$ cat src/rtl/weapon_attack_ctrl_pkg.sv
// Shared types and constants for the weapon attack sequencer and the weapon draw stage.
package weapon_pkg;

  typedef enum logic [1:0] {
    ST_IDLE     = 2'd0,
    ST_MELEE    = 2'd1,
    ST_ARCHER   = 2'd2,
    ST_COOLDOWN = 2'd3
  } weapon_atk_state_t;

  localparam logic [1:0] CLASS_MELEE  = 2'b01;
  localparam logic [1:0] CLASS_ARCHER = 2'b10;

  // Colour keys the draw stage treats as "no pixel" in weapon sprites.
  localparam logic [11:0] TRANSPARENT     = 12'hF0F;
  localparam logic [23:0] TRANSPARENT_RGB = 24'hFF00FF;

endpackage

$ cat src/rtl/weapon_attack_ctrl_frame_timer.sv
// 8-bit loadable frame down-counter; shared by the swing/draw phase and the cooldown lockout.
module frame_timer
  import weapon_pkg::*;
(
  input  logic       clk,
  input  logic       rst,
  input  logic       tick,
  input  logic       load,
  input  logic [7:0] load_val,
  output logic [7:0] count,
  output logic       done
);

  logic [7:0] count_q, count_d;

  // A load in the same cycle as a tick wins, so the entry frame is never counted.
  always_comb begin
    count_d = count_q;
    if (load) begin
      count_d = load_val;
    end else if (tick && (count_q != 8'd0)) begin
      count_d = count_q - 8'd1;
    end
  end

  always_ff @(posedge clk or negedge rst) begin
    if (!rst) begin
      count_q <= 8'd0;
    end else begin
      count_q <= count_d;
    end
  end

  assign count = count_q;
  assign done  = (count_q == 8'd0);

endmodule

$ cat src/rtl/weapon_attack_ctrl.sv
// One weapon attack per click: melee swing with single damage strobe, or archer draw with arrow release.
module weapon_attack_ctrl
  import weapon_pkg::*;
#(
  parameter int unsigned SWING_FRAMES    = 8,
  parameter int unsigned SWING_STEP      = 3,
  parameter int unsigned DRAW_FRAMES     = 12,
  parameter int unsigned MELEE_COOLDOWN  = 20,
  parameter int unsigned ARCHER_COOLDOWN = 30
) (
  input  logic        clk,
  input  logic        rst,
  input  logic        frame_tick,
  input  logic        mouse_left,
  input  logic [1:0]  game_active,
  input  logic [1:0]  char_class,
  input  logic        melee_hit_raw,
  output logic        attack_active,
  output logic [11:0] anim_x_offset,
  output logic [1:0]  atk_class,
  output logic        damage_pulse,
  output logic        arrow_fire,
  output logic        busy
);

  weapon_atk_state_t state_q, state_d;
  logic        mouse_q;
  logic [1:0]  atk_class_q, atk_class_d;
  logic [11:0] anim_q, anim_d;
  logic        damage_q, damage_d;
  logic        hit_done_q, hit_done_d;
  logic        arrow_d;
  logic        tmr_load;
  logic [7:0]  tmr_val;
  logic [7:0]  tmr_count;
  logic        tmr_done;
  logic        start_req;
  logic        game_on;
  logic        phase_end;

  frame_timer u_timer (
    .clk      (clk),
    .rst      (rst),
    .tick     (frame_tick),
    .load     (tmr_load),
    .load_val (tmr_val),
    .count    (tmr_count),
    .done     (tmr_done)
  );

  assign start_req = mouse_left & ~mouse_q;
  assign game_on   = |game_active;
  // The phase ends on the frame tick that consumes its last frame, not one cycle later.
  assign phase_end = tmr_done | (frame_tick & (tmr_count == 8'd1));

  always_comb begin
    state_d     = state_q;
    atk_class_d = atk_class_q;
    anim_d      = anim_q;
    damage_d    = 1'b0;
    hit_done_d  = hit_done_q;
    arrow_d     = 1'b0;
    tmr_load    = 1'b0;
    tmr_val     = 8'd0;
    if (!game_on) begin
      state_d    = ST_IDLE;
      anim_d     = 12'd0;
      hit_done_d = 1'b0;
    end else begin
      case (state_q)
        ST_IDLE: begin
          anim_d     = 12'd0;
          hit_done_d = 1'b0;
          if (start_req && (char_class == CLASS_MELEE)) begin
            state_d     = ST_MELEE;
            atk_class_d = char_class;
            tmr_load    = 1'b1;
            tmr_val     = 8'(SWING_FRAMES);
          end else if (start_req && (char_class == CLASS_ARCHER)) begin
            state_d     = ST_ARCHER;
            atk_class_d = char_class;
            tmr_load    = 1'b1;
            tmr_val     = 8'(DRAW_FRAMES);
          end
        end
        ST_MELEE: begin
          if (melee_hit_raw && !hit_done_q) begin
            damage_d   = 1'b1;
            hit_done_d = 1'b1;
          end
          if (phase_end) begin
            state_d    = ST_COOLDOWN;
            anim_d     = 12'd0;
            hit_done_d = 1'b0;
            tmr_load   = 1'b1;
            tmr_val    = 8'(MELEE_COOLDOWN);
          end else if (frame_tick) begin
            anim_d = anim_q + 12'(SWING_STEP);
          end
        end
        ST_ARCHER: begin
          anim_d = 12'd0;
          if (phase_end) begin
            arrow_d  = 1'b1;
            state_d  = ST_COOLDOWN;
            tmr_load = 1'b1;
            tmr_val  = 8'(ARCHER_COOLDOWN);
          end
        end
        ST_COOLDOWN: begin
          anim_d = 12'd0;
          if (phase_end) begin
            state_d = ST_IDLE;
          end
        end
        default: begin
          state_d = ST_IDLE;
          anim_d  = 12'd0;
        end
      endcase
    end
  end

  always_ff @(posedge clk or negedge rst) begin
    if (!rst) begin
      state_q     <= ST_IDLE;
      mouse_q     <= 1'b0;
      atk_class_q <= 2'b00;
      anim_q      <= 12'd0;
      damage_q    <= 1'b0;
      hit_done_q  <= 1'b0;
    end else begin
      state_q     <= state_d;
      mouse_q     <= mouse_left;
      atk_class_q <= atk_class_d;
      anim_q      <= anim_d;
      damage_q    <= damage_d;
      hit_done_q  <= hit_done_d;
    end
  end

  assign attack_active = (state_q == ST_MELEE) || (state_q == ST_ARCHER);
  assign busy          = (state_q != ST_IDLE);
  assign anim_x_offset = anim_q;
  assign atk_class     = atk_class_q;
  assign damage_pulse  = damage_q;
  assign arrow_fire    = arrow_d;

endmodule

$ cat config.mk
export PLATFORM = sky130hd
export DESIGN_NAME = weapon_attack_ctrl
export DESIGN_NICKNAME = d
export VERILOG_FILES = /design/src/rtl/weapon_attack_ctrl_pkg.sv /design/src/rtl/weapon_attack_ctrl_frame_timer.sv /design/src/rtl/weapon_attack_ctrl.sv
export SDC_FILE = /design/constraint.sdc
export NUM_CORES = 1
export LEC_CHECK = 0
export BUFFER_PORTS_ARGS = -buffer_cell sky130_fd_sc_hd__buf_4
export CAP_MARGIN = 20
export CELL_PAD_IN_SITES_DETAIL_PLACEMENT = 0
export CELL_PAD_IN_SITES_GLOBAL_PLACEMENT = 1
export CORE_AREA = 2 2 62 64
export DETAILED_ROUTE_END_ITERATION = 7
export DIE_AREA = 0 0 64 66
export PLACE_DENSITY = 0.81
export SYNTH_ARGS = -nofsm -noshare
export SYNTH_HDL_FRONTEND = slang
export SYNTH_SLANG_ARGS = --single-unit
$ cat constraint.sdc
create_clock -name clk -period 4 [get_ports clk]
set_clock_uncertainty 0.2 [all_clocks]
set_input_delay 0.8 -clock clk [delete_from_list [all_inputs] [get_ports clk]]
set_output_delay 0.8 -clock clk [all_outputs]
set_load 0.02 [all_outputs]
=== Word level (Yosys, flattened, before mapping) ===
Cells that the tools add are included.
W data, S select, Z words.

* Register bits after elaboration: 27
* Output and inout bits: 18

* Multiplexer cells: 34
* Bitwise logic cells: 4
* Equal/unequal tests: 12
* Reductions and logical operators: 18
* Add/subtract/negate cells: 2

{| class="wikitable"
|+ Operators by type and width
! cell !! number
|-
| $mux W12 || 3
|-
| $pmux W12 S2 || 1
|-
| $mux W8 || 2
|-
| $mux W5 || 3
|-
| $pmux W5 S3 || 1
|-
| $mux W2 || 7
|-
| $add A12 B2 Y12 const B || 1
|-
| $mux W1 || 12
|-
| $ne A4 B4 Y1 const B || 3
|-
| $eq A8 B1 Y1 const B || 1
|-
| $logic_not A8 Y1 || 1
|-
| $mux W4 || 2
|-
| $reduce_bool A8 Y1 || 1
|-
| $sub A8 B1 Y8 const B || 1
|-
| $eq A2 B2 Y1 const B || 3
|-
| $pmux W2 S3 || 1
|-
| $reduce_and A3 Y1 || 2
|-
| $reduce_bool A2 Y1 || 3
|-
| $eq A2 B1 Y1 const B || 2
|-
| $logic_and A1 B1 Y1 || 4
|-
| $pmux W1 S2 || 2
|-
| $reduce_or A2 Y1 || 2
|-
| $ne A3 B1 Y1 const B || 1
|-
| $ne A3 B2 Y1 const B || 1
|-
| 9 further kinds || 10
|}

=== Longest topological paths before layout ===
Gate-level depths: netlist of the first run.

* Depth after elaboration: 8
* Mapped depth: 7
* Depth with buffers taken out: 6

=== Modules after synthesis ===
A second synthesis of the first run with hierarchy kept.

* Cell total of the unflattened synthesis: 187
* Area total of the unflattened synthesis: 1,727.9 sq um

{| class="wikitable"
|+ By module, submodules not included
! module !! instances !! sequential area each (sq um) !! cells each !! area each (sq um)
|-
| weapon_attack_ctrl || 1 || 475.5 || 119 || 1,152.4
|-
| frame_timer || 1 || 200.2 || 68 || 575.6
|}

=== Worst setup path before layout of the first run ===
Ideal clock, no wire load.

* Path kind: input-to-output
* Start point: in frame_tick
* End point: out arrow_fire
* Slack: 1.503 ns
* Buffers on the path: 0
* Data arrival time: 1.497 ns
* Stages on the path: 4
* Cell sequence: a21o_1 > and3_1 > nand2_1 > nor2_1

* Cells in the longest elaborated chain, start to end: 5

{| class="wikitable"
|+ RTL lines
! item !! RTL line !! RTL
|-
| from (decl) || weapon_attack_ctrl.sv:13 || <nowiki>input logic frame_tick,</nowiki>
|-
| $and A1 B1 Y1 || weapon_attack_ctrl.sv:54 || <nowiki>assign phase_end = tmr_done | (frame_tick & (tmr_count == 8'd1));</nowiki>
|-
| $or A1 B1 Y1 || weapon_attack_ctrl.sv:54 ||
|-
| $mux W1 || weapon_attack_ctrl.sv:103 || <nowiki>if (phase_end) begin</nowiki>
|-
| $mux W1 || weapon_attack_ctrl.sv:70 || <nowiki>case (state_q)</nowiki>
|-
| $mux W1 || weapon_attack_ctrl.sv:65 || <nowiki>if (!game_on) begin</nowiki>
|-
| to (decl) || weapon_attack_ctrl.sv:22 || <nowiki>output logic arrow_fire,</nowiki>
|}

No other way between the ends.

=== Final worst setup path of the first run ===
* Start point: reg u_timer.count_q[5] (netlist: u_timer.count[5])
* End point: out arrow_fire

* Cells in the longest elaborated chain, start to end: 6

{| class="wikitable"
|+ RTL lines
! item !! RTL line !! RTL
|-
| from (decl) || weapon_attack_ctrl_frame_timer.sv:14 || <nowiki>logic [7:0] count_q, count_d;</nowiki>
|-
| from (signal assigned) || weapon_attack_ctrl_frame_timer.sv:30 || <nowiki>count_q <= count_d;</nowiki>
|-
| $eq A8 B1 Y1 || weapon_attack_ctrl.sv:54 ||
|-
| $and A1 B1 Y1 || weapon_attack_ctrl.sv:54 ||
|-
| $or A1 B1 Y1 (*) || weapon_attack_ctrl.sv:54 ||
|-
| $mux W1 (*) || weapon_attack_ctrl.sv:103 ||
|-
| $mux W1 (*) || weapon_attack_ctrl.sv:70 ||
|-
| $mux W1 (*) || weapon_attack_ctrl.sv:65 ||
|}

Every way passes the cells marked *; elsewhere a longest branch is shown, timed or not.

==> reports/summary.txt, run 1 <==
status = finished clean
Hold Violations, Final = 0
synth unique cells = 44
worst path required time = 3.00 ns
CP Class = reg2out
row cnt = 22
DRT Pass-1 Iters = 3
ys async rst share = 100%
P_sw = 0.460 mW
Internal Power = 0.612 mW
Design Power = 1.07 mW
Seq pwr share = 39.6%
Critical Path Sink Type = output port
sw frac = 42.9%
Final Max Tran Viols = 0
DRT Wirelength = 3200 um
Max IR drop VDD = 0.314 mV
layout cells sized above 1 = 20.9%
Leakage Power = 0.808 nW
CP max-delay cell = dfrtp_1
GRT overflow = 0
first-pass GRT wire length = 5500 um
critical path's top delay family = simple AND/OR/NAND/NOR gates
antenna cell count = 0
Die Span Y = 66 um
Initial Util = 44.9%
post-CTS setup buffer count = 0
synthesized cell area = 1590 um^2
die width = 64 um
Most used DFF post-synth = dfrtp_1
Synth top cells by count = 27 x dfrtp_1, 23 x nor2_1, 13 x xnor2_1
antenna violations before repair = 0
Syn Area/Cell = 9.96 um^2
Hold Path Class = in2async
DR iter-0 viols = 32
Gate Count Post-Synth = 160
maxcap violations = 0
min Tclk post-route = 2.88 ns
Buf/Inv on CP = 1
clock root buffer = clkbuf_4
DR vias/cell = 5.29
total die area = 4220 um^2
top cell type's share of synthesized area = 42.4%
post-route ant nets = 0
core area = 3550 um^2
Clock Tree Buf Depth = 2
IO Pins = 27
IO Port Bufs = 26
Synth Register Bits = 27
Syn-to-layout area delta = 16.9%
syn nets = 179
ordered list of cells on the worst path = nor4_4 -> and3_1 -> nand2_1 -> nor2_1 -> buf_4
placer congestion estimate = 0.821
clock-pin transition on the worst setup and hold timing paths = 0.15 ns
# setup viols final = 0
fillers = 333
pwr dens = 575 nW/um^2
Clock Power Share = 11.1%
CTS tree = built
htree depth = 1
Nets = 207
DP HPWL = 2480 um
Remaining DRCs = 0
hold_buf cts = 0
most common cell in the synthesized netlist = dfrtp_1
Peak Freq = 0.347 GHz
TritonCTS buffer count = 3
WL per Instance = 13.6 um
Slew HR = 64.8%
crit-path max FO = 6
Gate power share = 49.3%
largest net degree at the start of global routing = 28
GRT Total Usage = 16.3%
Synth area leaders = dfrtp_1 42%, ha_1 7.8%, xnor2_1 7.1%
placed cell area = 1840 um^2
Post-CTS Resized = 0
worst skew pair latency = 0.32 ns
final core occ = 52.5%
sequential-to-total area share from yosys stat = 42.4%
synth warn = 0
vias in the first global route = 1231
setup repair after global routing missed its margin = no
Slew @ Worst Pin = 0.521 ns
clock sinks = 27
design area = 1860 um^2
Setup TNS = 0 ns
detailed-route via count = 1242
Final period util = 72.0%
startpoint types = register
Yosys top cell by area = dfrtp_1
Post-synth EDFFs = 0
Crit path largest cell delay = 0.46 ns
worst path arrival time = 1.88 ns
==> flip-flops by register name, indices dropped and copies added (netlist names) <==
signal	flops
atk_class	2
state_q	2
u_timer.count	8
mouse_q	1
damage_pulse	1
hit_done_q	1
anim_x_offset	12
==> path summary, 6_finish.rpt <==
path	start	end	slack (ns)	cells past startpoint
max	u_timer.count[5]$_DFFE_PN0P_	arrow_fire	1.12	5
min	rst	anim_x_offset[1]$_DFFE_PN0P_	0.16	1
max reg2reg	u_timer.count[0]$_DFFE_PN0P_	anim_x_offset[1]$_DFFE_PN0P_	1.67	6
min reg2reg	atk_class[0]$_DFFE_PN0P_	atk_class[0]$_DFFE_PN0P_	0.31	1
max in group asynchronous	rst	anim_x_offset[9]$_DFFE_PN0P_	3.18	1
min in group clk	atk_class[0]$_DFFE_PN0P_	atk_class[0]$_DFFE_PN0P_	0.31	1
==> power groups by stage <==
stage | clock network [mW] | logic (mW) | registers [mW]
finish | 0.119 | 0.529 | 0.424
global route | 0.135 | 0.588 | 0.437
CTS | 0.126 | 0.533 | 0.425
detailed placement | 0 | 0.532 | 0.429
global placement | 0 | 0.514 | 0.425
floorplan | 0 | 0.381 | 0.425
==> area by class of cell <==
| cell class | instances | area [um^2] | area share, % |
|---|---|---|---|
| timing repair buffer | 26 | 195 | 10.5 |
| inverter | 9 | 33.8 | 1.81 |
| clock buffer | 3 | 22.5 | 1.21 |
| sequential | 27 | 676 | 36.3 |
| multi-input combinational | 121 | 871 | 46.7 |
| clock inverter | 1 | 5.00 | 0.269 |
| tap | 48 | 60.1 | 3.22 |
==> metal layers <==
metal / vias up / wire (um) / GRT usage [%]
met5: - / 0 / 0
met4: 0 / 45 / 6.25
met3: 6 / 116 / 2.56
met2: 25 / 1600 / 28.6
met1: 603 / 1440 / 20.1
li1: 608 / - / -
==> through the flow <==
| step | setup WS (ns) | hold slack [ns] | cells |
|---|---|---|---|
| finish | 1.12 | 0.159 | 235 |
| global route | 0.969 | 0.171 | 235 |
| global placement | 1.35 | 0.264 | 231 |
| floorplan | 1.50 | 0.285 | 160 |
| CTS | 1.13 | 0.165 | 235 |
| detailed placement | 1.29 | 0.283 | 231 |
==> logic make-up after synthesis <==
kind of cell	synth area share, %
adder cells (fa/ha/maj)	7.85
multiplexers	4.47
flip-flops	42.4
XOR/XNOR	9.89
buffers and inverters	2.98
AO/OA/AOI/OAI	9.34
AND/OR/NAND/NOR	23.1
==> cell usage in the layout, fill, tap and decap left out, drive strengths merged, types with 6 or more instances in the layout <==
cell type,instances
ha,10
xnor2,13
nor2,23
nand3,6
mux2i,6
nand2,9
inv,9
dfrtp,27
buf,26
==> worst register-to-register path: stages, from the launching register on <==
cell	delay [ns]
dfrtp_1	0.46
inv_1	0.11
ha_1	0.23
a21o_1	0.19
and3_1	0.20
nand3b_1	0.48
a211oi_1	0.37
Note: power is estimated with default switching activity, not from simulation.
==> run 2, diff against run 1 <==
--- a/config.mk
+++ b/config.mk
@@ -9,10 +9,10 @@
 export CAP_MARGIN = 20
 export CELL_PAD_IN_SITES_DETAIL_PLACEMENT = 0
 export CELL_PAD_IN_SITES_GLOBAL_PLACEMENT = 1
-export CORE_AREA = 2 2 62 64
+export CORE_AREA = 2 2 68 70
 export DETAILED_ROUTE_END_ITERATION = 7
-export DIE_AREA = 0 0 64 66
-export PLACE_DENSITY = 0.81
+export DIE_AREA = 0 0 70 72
+export PLACE_DENSITY = 0.72
 export SYNTH_ARGS = -nofsm -noshare
 export SYNTH_HDL_FRONTEND = slang
 export SYNTH_SLANG_ARGS = --single-unit
==> constraint.sdc (replaced) <==
create_clock -name clk -period 2.5 [get_ports clk]
set_clock_uncertainty 0.2 [all_clocks]
set_input_delay 0.5 -clock clk [delete_from_list [all_inputs] [get_ports clk]]
set_output_delay 0.5 -clock clk [all_outputs]
set_load 0.02 [all_outputs]
==> reports/summary.txt, run 2 (synthesis results as in run 1) <==
crit-path max FO = 5 (was 6)
most frequent cells in the layout = 29 x buf_4, 27 x dfrtp_1, 23 x nor2_1 (was 27 x dfrtp_1, 26 x buf_4, 23 x nor2_1)
design area = 1930 um^2 (was 1860 um^2)
Syn-to-layout area delta = 20.9% (was 16.9%)
Slew @ Worst Pin = 0.530 ns (was 0.521 ns)
Setup TNS = 0 ns (unchanged)
status = finished clean (unchanged)
vias in the first global route = 1196 (was 1231)
Max IR drop VDD = 0.491 mV (was 0.314 mV)
GRT Total Usage = 13.4% (was 16.3%)
clock-pin transition on the worst setup and hold timing paths = 0.10 ns (was 0.15 ns)
htree depth = 1 (unchanged)
clock root buffer = clkbuf_8 (was clkbuf_4)
TritonCTS buffer count = 3 (unchanged)
row cnt = 24 (was 22)
Nets = 211 (was 207)
Leakage Power = 0.831 nW (was 0.808 nW)
setup repair after global routing missed its margin = no (unchanged)
core area = 4260 um^2 (was 3550 um^2)
placed cell area = 1850 um^2 (was 1840 um^2)
Initial Util = 37.4% (was 44.9%)
min Tclk post-route = 2.41 ns
startpoint types = register (unchanged)
Peak Freq = 0.416 GHz
CP Class = reg2out (unchanged)
maxcap violations = 0 (unchanged)
# setup viols final = 0 (unchanged)
DRT Wirelength = 3210 um (was 3200 um)
Remaining DRCs = 0 (unchanged)
largest net degree at the start of global routing = 28 (unchanged)
IO Pins = 27 (unchanged)
layout cells sized above 1 = 24.1% (was 20.9%)
placer congestion estimate = 0.869 (was 0.821)
Critical Path Sink Type = output port (unchanged)
Slew HR = 64.2% (was 64.8%)
most common cell after layout, fill and taps aside = buf_4 (was dfrtp_1)
Hold Path Class = in2reg (was in2async)
antenna violations before repair = 0 (unchanged)
die width = 70 um (was 64 um)
DRT Pass-1 Iters = 4 (was 3)
Final Max Tran Viols = 0 (unchanged)
clock sinks = 27 (unchanged)
DR iter-0 viols = 54 (was 32)
GRT overflow = 0 (unchanged)
total die area = 5040 um^2 (was 4220 um^2)
Die Span Y = 72 um (was 66 um)
WL per Instance = 13.2 um (was 13.6 um)
Hold Violations, Final = 0 (unchanged)
worst path arrival time = 1.71 ns (was 1.88 ns)
DR vias/cell = 5.06 (was 5.29)
CTS tree = built (unchanged)
DP HPWL = 2430 um (was 2480 um)
antenna cell count = 0 (unchanged)
Clock Tree Buf Depth = 2 (unchanged)
detailed-route via count = 1230 (was 1242)
pwr dens = 943 nW/um^2 (was 575 nW/um^2)
worst path required time = 1.80 ns (was 3.00 ns)
post-route ant nets = 0 (unchanged)
Final period util = 96.2%
IO Port Bufs = 26 (unchanged)
first-pass GRT wire length = 5470 um (was 5500 um)
worst skew pair latency = 0.27 ns (was 0.32 ns)
max FFs per register = 12 (unchanged)
-- run 2: per-stage QoR --
step	hold WS [ns]	total power [mW]	worst slack, ns	util, %	instances
2_1_floorplan	0.00441	1.29	0.394	-	160
3_3_place_gp	0.240	1.52	0.328	43.3	236
3_5_place_dp	0.244	1.53	0.278	43.3	236
4_1_cts	0.133	1.79	0.0247	44.7	241
5_1_grt	0.128	1.95	0.00907	45.2	243
6_report	0.137	1.82	0.0940	45.2	243
-- run 2: worst max-delay path, cell delays in order (launching register included) --
cell,delay [ns]
dfrtp_1,0.44
buf_4,0.15
ha_1,0.18
a21o_1,0.20
and3_4,0.18
nand2_2,0.07
nor2_1,0.04
buf_4,0.17
-- run 2: layer usage --
layer  vias up  track usage (%)  routed length [um]
li1        616                -                   -
met1       585             16.4                1470
met2        25             25.1                1600
met3         4             1.67                 115
met4         0             3.21                  27
met5         -                0                   0
-- run 2: final cells by class --
| cell class | instances | area [um^2] |
|---|---|---|
| tap | 52 | 65.1 |
| clock buffer | 3 | 41.3 |
| timing repair buffer | 30 | 228 |
| fill | 416 | 2340 |
| inverter | 9 | 33.8 |
| clock inverter | 1 | 5.00 |
| sequential | 27 | 676 |
| multi-input combinational | 121 | 878 |
-- run 2: report_power, final --
part | switching, mW | internal (mW) | total, mW
Clock | 0.143 | 0.112 | 0.255
Sequential | 0.130 | 0.545 | 0.675
Combinational | 0.479 | 0.408 | 0.887
Total | 0.752 | 1.07 | 1.82
-- run 2: final timing paths --
| check | to | depth (start not counted) | slack (ns) | start |
|---|---|---|---|---|
| hold reg to reg | atk_class[1]$_DFFE_PN0P_ | 2 | 0.29 | atk_class[1]$_DFFE_PN0P_ |
| setup reg to reg | u_timer.count[1]$_DFFE_PN0P_ | 6 | 0.30 | u_timer.count[0]$_DFFE_PN0P_ |
| min in group asynchronous | u_timer.count[4]$_DFFE_PN0P_ | 2 | 0.48 | rst |
| hold / removal | mouse_q$_DFF_PN0_ | 1 | 0.14 | mouse_left |
| max in group asynchronous | anim_x_offset[4]$_DFFE_PN0P_ | 2 | 1.36 | rst |
| setup / recovery | arrow_fire | 7 | 0.09 | u_timer.count[0]$_DFFE_PN0P_ |
-- run 2: timing repair --
action | in CTS | in global routing
endpoints found under the setup margin | 0 | 1
endpoints found under the hold margin | 27 | 0
hold buffers | 1 | 0
gates resized for setup | 0 | 5
buffers inserted | 0 | 2
==> run 3, diff against run 2 <==
--- a/config.mk
+++ b/config.mk
@@ -10,6 +10,7 @@
 export CELL_PAD_IN_SITES_DETAIL_PLACEMENT = 0
 export CELL_PAD_IN_SITES_GLOBAL_PLACEMENT = 1
 export CORE_AREA = 2 2 68 70
+export CTS_CLUSTER_SIZE = 40
 export DETAILED_ROUTE_END_ITERATION = 7
 export DIE_AREA = 0 0 70 72
 export PLACE_DENSITY = 0.72
==> constraint.sdc (replaced) <==
create_clock -name clk -period 2.15 [get_ports clk]
set_clock_uncertainty 0.2 [all_clocks]
set_input_delay 0.43 -clock clk [delete_from_list [all_inputs] [get_ports clk]]
set_output_delay 0.43 -clock clk [all_outputs]
set_load 0.02 [all_outputs]
==> reports/summary.txt, run 3 (synthesis results as in run 1) <==
max FFs per register = 12 (unchanged)
worst skew pair latency = 0.27 ns (about the same)
Peak Freq = 0.460 GHz
GRT Total Usage = 16.2% (was 13.4%)
worst path arrival time = 1.54 ns (was 1.71 ns)
Hold Path Class = in2reg (unchanged)
DRT Wirelength = 3760 um (was 3210 um)
sw frac = 40.5% (was 41.4%)
met2 GRT Util = 29.0% (was 25.1%)
# setup viols final = 1 (was 0)
Crit. Startpoint = u_timer.count[0]$_DFFE_PN0P_ (unchanged)
M1 GR Usage = 20.3% (was 16.4%)
placer congestion estimate = 0.843 (was 0.869)
layout cells sized above 1 = 34.0% (was 24.1%)
Die Span Y = 72 um (unchanged)
vias in the first global route = 1435 (was 1196)
setup repair after global routing missed its margin = yes (was no)
met3 Track Usage GR = 2.78% (was 1.67%)
core area = 4260 um^2 (unchanged)
worst path required time = 1.52 ns (was 1.80 ns)
failing checks = setup timing
clock-pin transition on the worst setup and hold timing paths = 0.10 ns (about the same)
htree depth = 1 (unchanged)
Design Power = 2.46 mW (was 1.82 mW)
status = finished, violations left (was finished clean)
CP Class = reg2out (unchanged)
WL per Instance = 14.2 um (was 13.2 um)
layer with the highest usage = met2 (unchanged)
DR iter-0 viols = 40 (was 54)
launch point of the worst reg-to-reg path = u_timer.count[5]$_DFFE_PN0P_ (was u_timer.count[0]$_DFFE_PN0P_)
antenna cell count = 0 (unchanged)
final core occ = 50.1% (was 45.2%)
Nets = 232 (was 211)
Slew HR = 64.3% (was 64.2%)
DR vias/cell = 5.24 (was 5.06)
min Tclk post-route = 2.17 ns
maxcap violations = 0 (unchanged)
die width = 70 um (unchanged)
Initial Util = 37.4% (unchanged)
CTS tree = built (unchanged)
Max IR drop VDD = 0.765 mV (was 0.491 mV)
most frequent cells in the layout = 48 x buf_4, 25 x dfrtp_1, 22 x nor2_1 (was 29 x buf_4, 27 x dfrtp_1, 23 x nor2_1)
crit-path max FO = 4 (was 5)
largest net degree at the start of global routing = 28 (unchanged)
GRT overflow = 0 (unchanged)
startpoint types = register (unchanged)
Remaining DRCs = 0 (unchanged)
fillers = 417 (was 416)
Critical Path Sink Type = output port (unchanged)
IO Pins = 27 (unchanged)
P_sw = 0.998 mW (was 0.752 mW)
antenna violations before repair = 0 (unchanged)
DP HPWL = 2600 um (was 2430 um)
detailed-route via count = 1384 (was 1230)
Hold Violations, Final = 0 (unchanged)
HP Start = mouse_left (unchanged)
IO Port Bufs = 26 (unchanged)
Slew @ Worst Pin = 0.533 ns (was 0.530 ns)
row cnt = 24 (unchanged)
Syn-to-layout area delta = 33.9% (was 20.9%)
clock sinks = 27 (unchanged)
DRT Pass-1 Iters = 4 (unchanged)
total die area = 5040 um^2 (unchanged)
Final period util = 101%
pwr dens = 1150 nW/um^2 (was 943 nW/um^2)
final setup margin = -0.0235 ns (was 0.0940 ns)
Gate power share = 56.2% (was 48.8%)
Internal Power = 1.46 mW (was 1.07 mW)
Clock Tree Buf Depth = 2 (unchanged)
post-route ant nets = 0 (unchanged)
TritonCTS buffer count = 3 (unchanged)
Seq pwr share = 31.8% (was 37.2%)
clock root buffer = clkbuf_8 (unchanged)
Final Max Tran Viols = 0 (unchanged)
most common cell after layout, fill and taps aside = buf_4 (unchanged)
Clock Power Share = 12.1% (was 14.0%)
Leakage Power = 0.941 nW (was 0.831 nW)
first-pass GRT wire length = 6640 um (was 5470 um)
-- run 3: final timing paths --
check	end	cells past startpoint	slack, ns
setup / recovery	arrow_fire	7	-0.02
hold / removal	mouse_q$_DFF_PN0_	1	0.07
setup reg to reg	u_timer.count[1]$_DFFE_PN0P_	5	0.06
hold reg to reg	atk_class[1]$_DFFE_PN0P_	2	0.29
max in group asynchronous	u_timer.count[2]$_DFFE_PN0P_	2	1.05
min in group asynchronous	u_timer.count[1]$_DFFE_PN0P_	2	0.41
-- run 3: layer usage --
layer | vias up | share of wire [%]
met5 | - | 0
met4 | 0 | 1.0
met3 | 6 | 5.8
met2 | 41 | 51
met1 | 682 | 42
li1 | 655 | -
-- run 3: critical path: stages, from the launching register on --
cell and delay, ns:
dfrtp_2 0.43, inv_2 0.07, ha_4 0.16, a21o_1 0.16, and3_4 0.19, nand2_4 0.08, nor2_4 0.03, buf_6 0.14
-- run 3: layout make-up --
| class | count | area, um^2 | area share, % |
|---|---|---|---|
| multi-input cells | 121 | 916 | 42.9 |
| flip-flops and latches | 27 | 678 | 31.8 |
| repair buffers | 51 | 393 | 18.4 |
| well taps | 52 | 65.1 | 3.05 |
| clock buffers | 3 | 41.3 | 1.93 |
| inverters | 9 | 33.8 | 1.58 |
| clock inverters | 1 | 7.51 | 0.352 |
-- run 3: metrics by stage --
| step | setup WS [ns] | std cells | hold slack (ns) | setup TNS (ns) | cell area [um^2] |
|---|---|---|---|---|---|
| floorplan | 0.0853 | 160 | -0.0656 | 0 | 1590 |
| global placement | 0.142 | 244 | 0.168 | 0 | 1910 |
| detailed placement | 0.0566 | 244 | 0.174 | 0 | 1910 |
| CTS | -0.0159 | 260 | 0.0589 | -0.0159 | 2090 |
| global route | -0.103 | 264 | 0.0544 | -0.191 | 2130 |
| finish | -0.0235 | 264 | 0.0695 | -0.0235 | 2130 |
-- run 3: power by group through the flow --
stage | logic (mW) | registers, mW | clock network [mW]
2_1_floorplan | 0.708 | 0.792 | 0
3_3_place_gp | 1.04 | 0.778 | 0
3_5_place_dp | 1.06 | 0.782 | 0
4_1_cts | 1.29 | 0.779 | 0.311
5_1_grt | 1.53 | 0.799 | 0.333
6_report | 1.38 | 0.782 | 0.297
-- run 3: repair_timing --
action	4_1_cts	5_1_grt
hold buffers	1	0
endpoints found under the setup margin	1	7
resized for setup	11	4
pin swaps	2	3
endpoints found under the hold margin	27	0
setup buffers	11	4
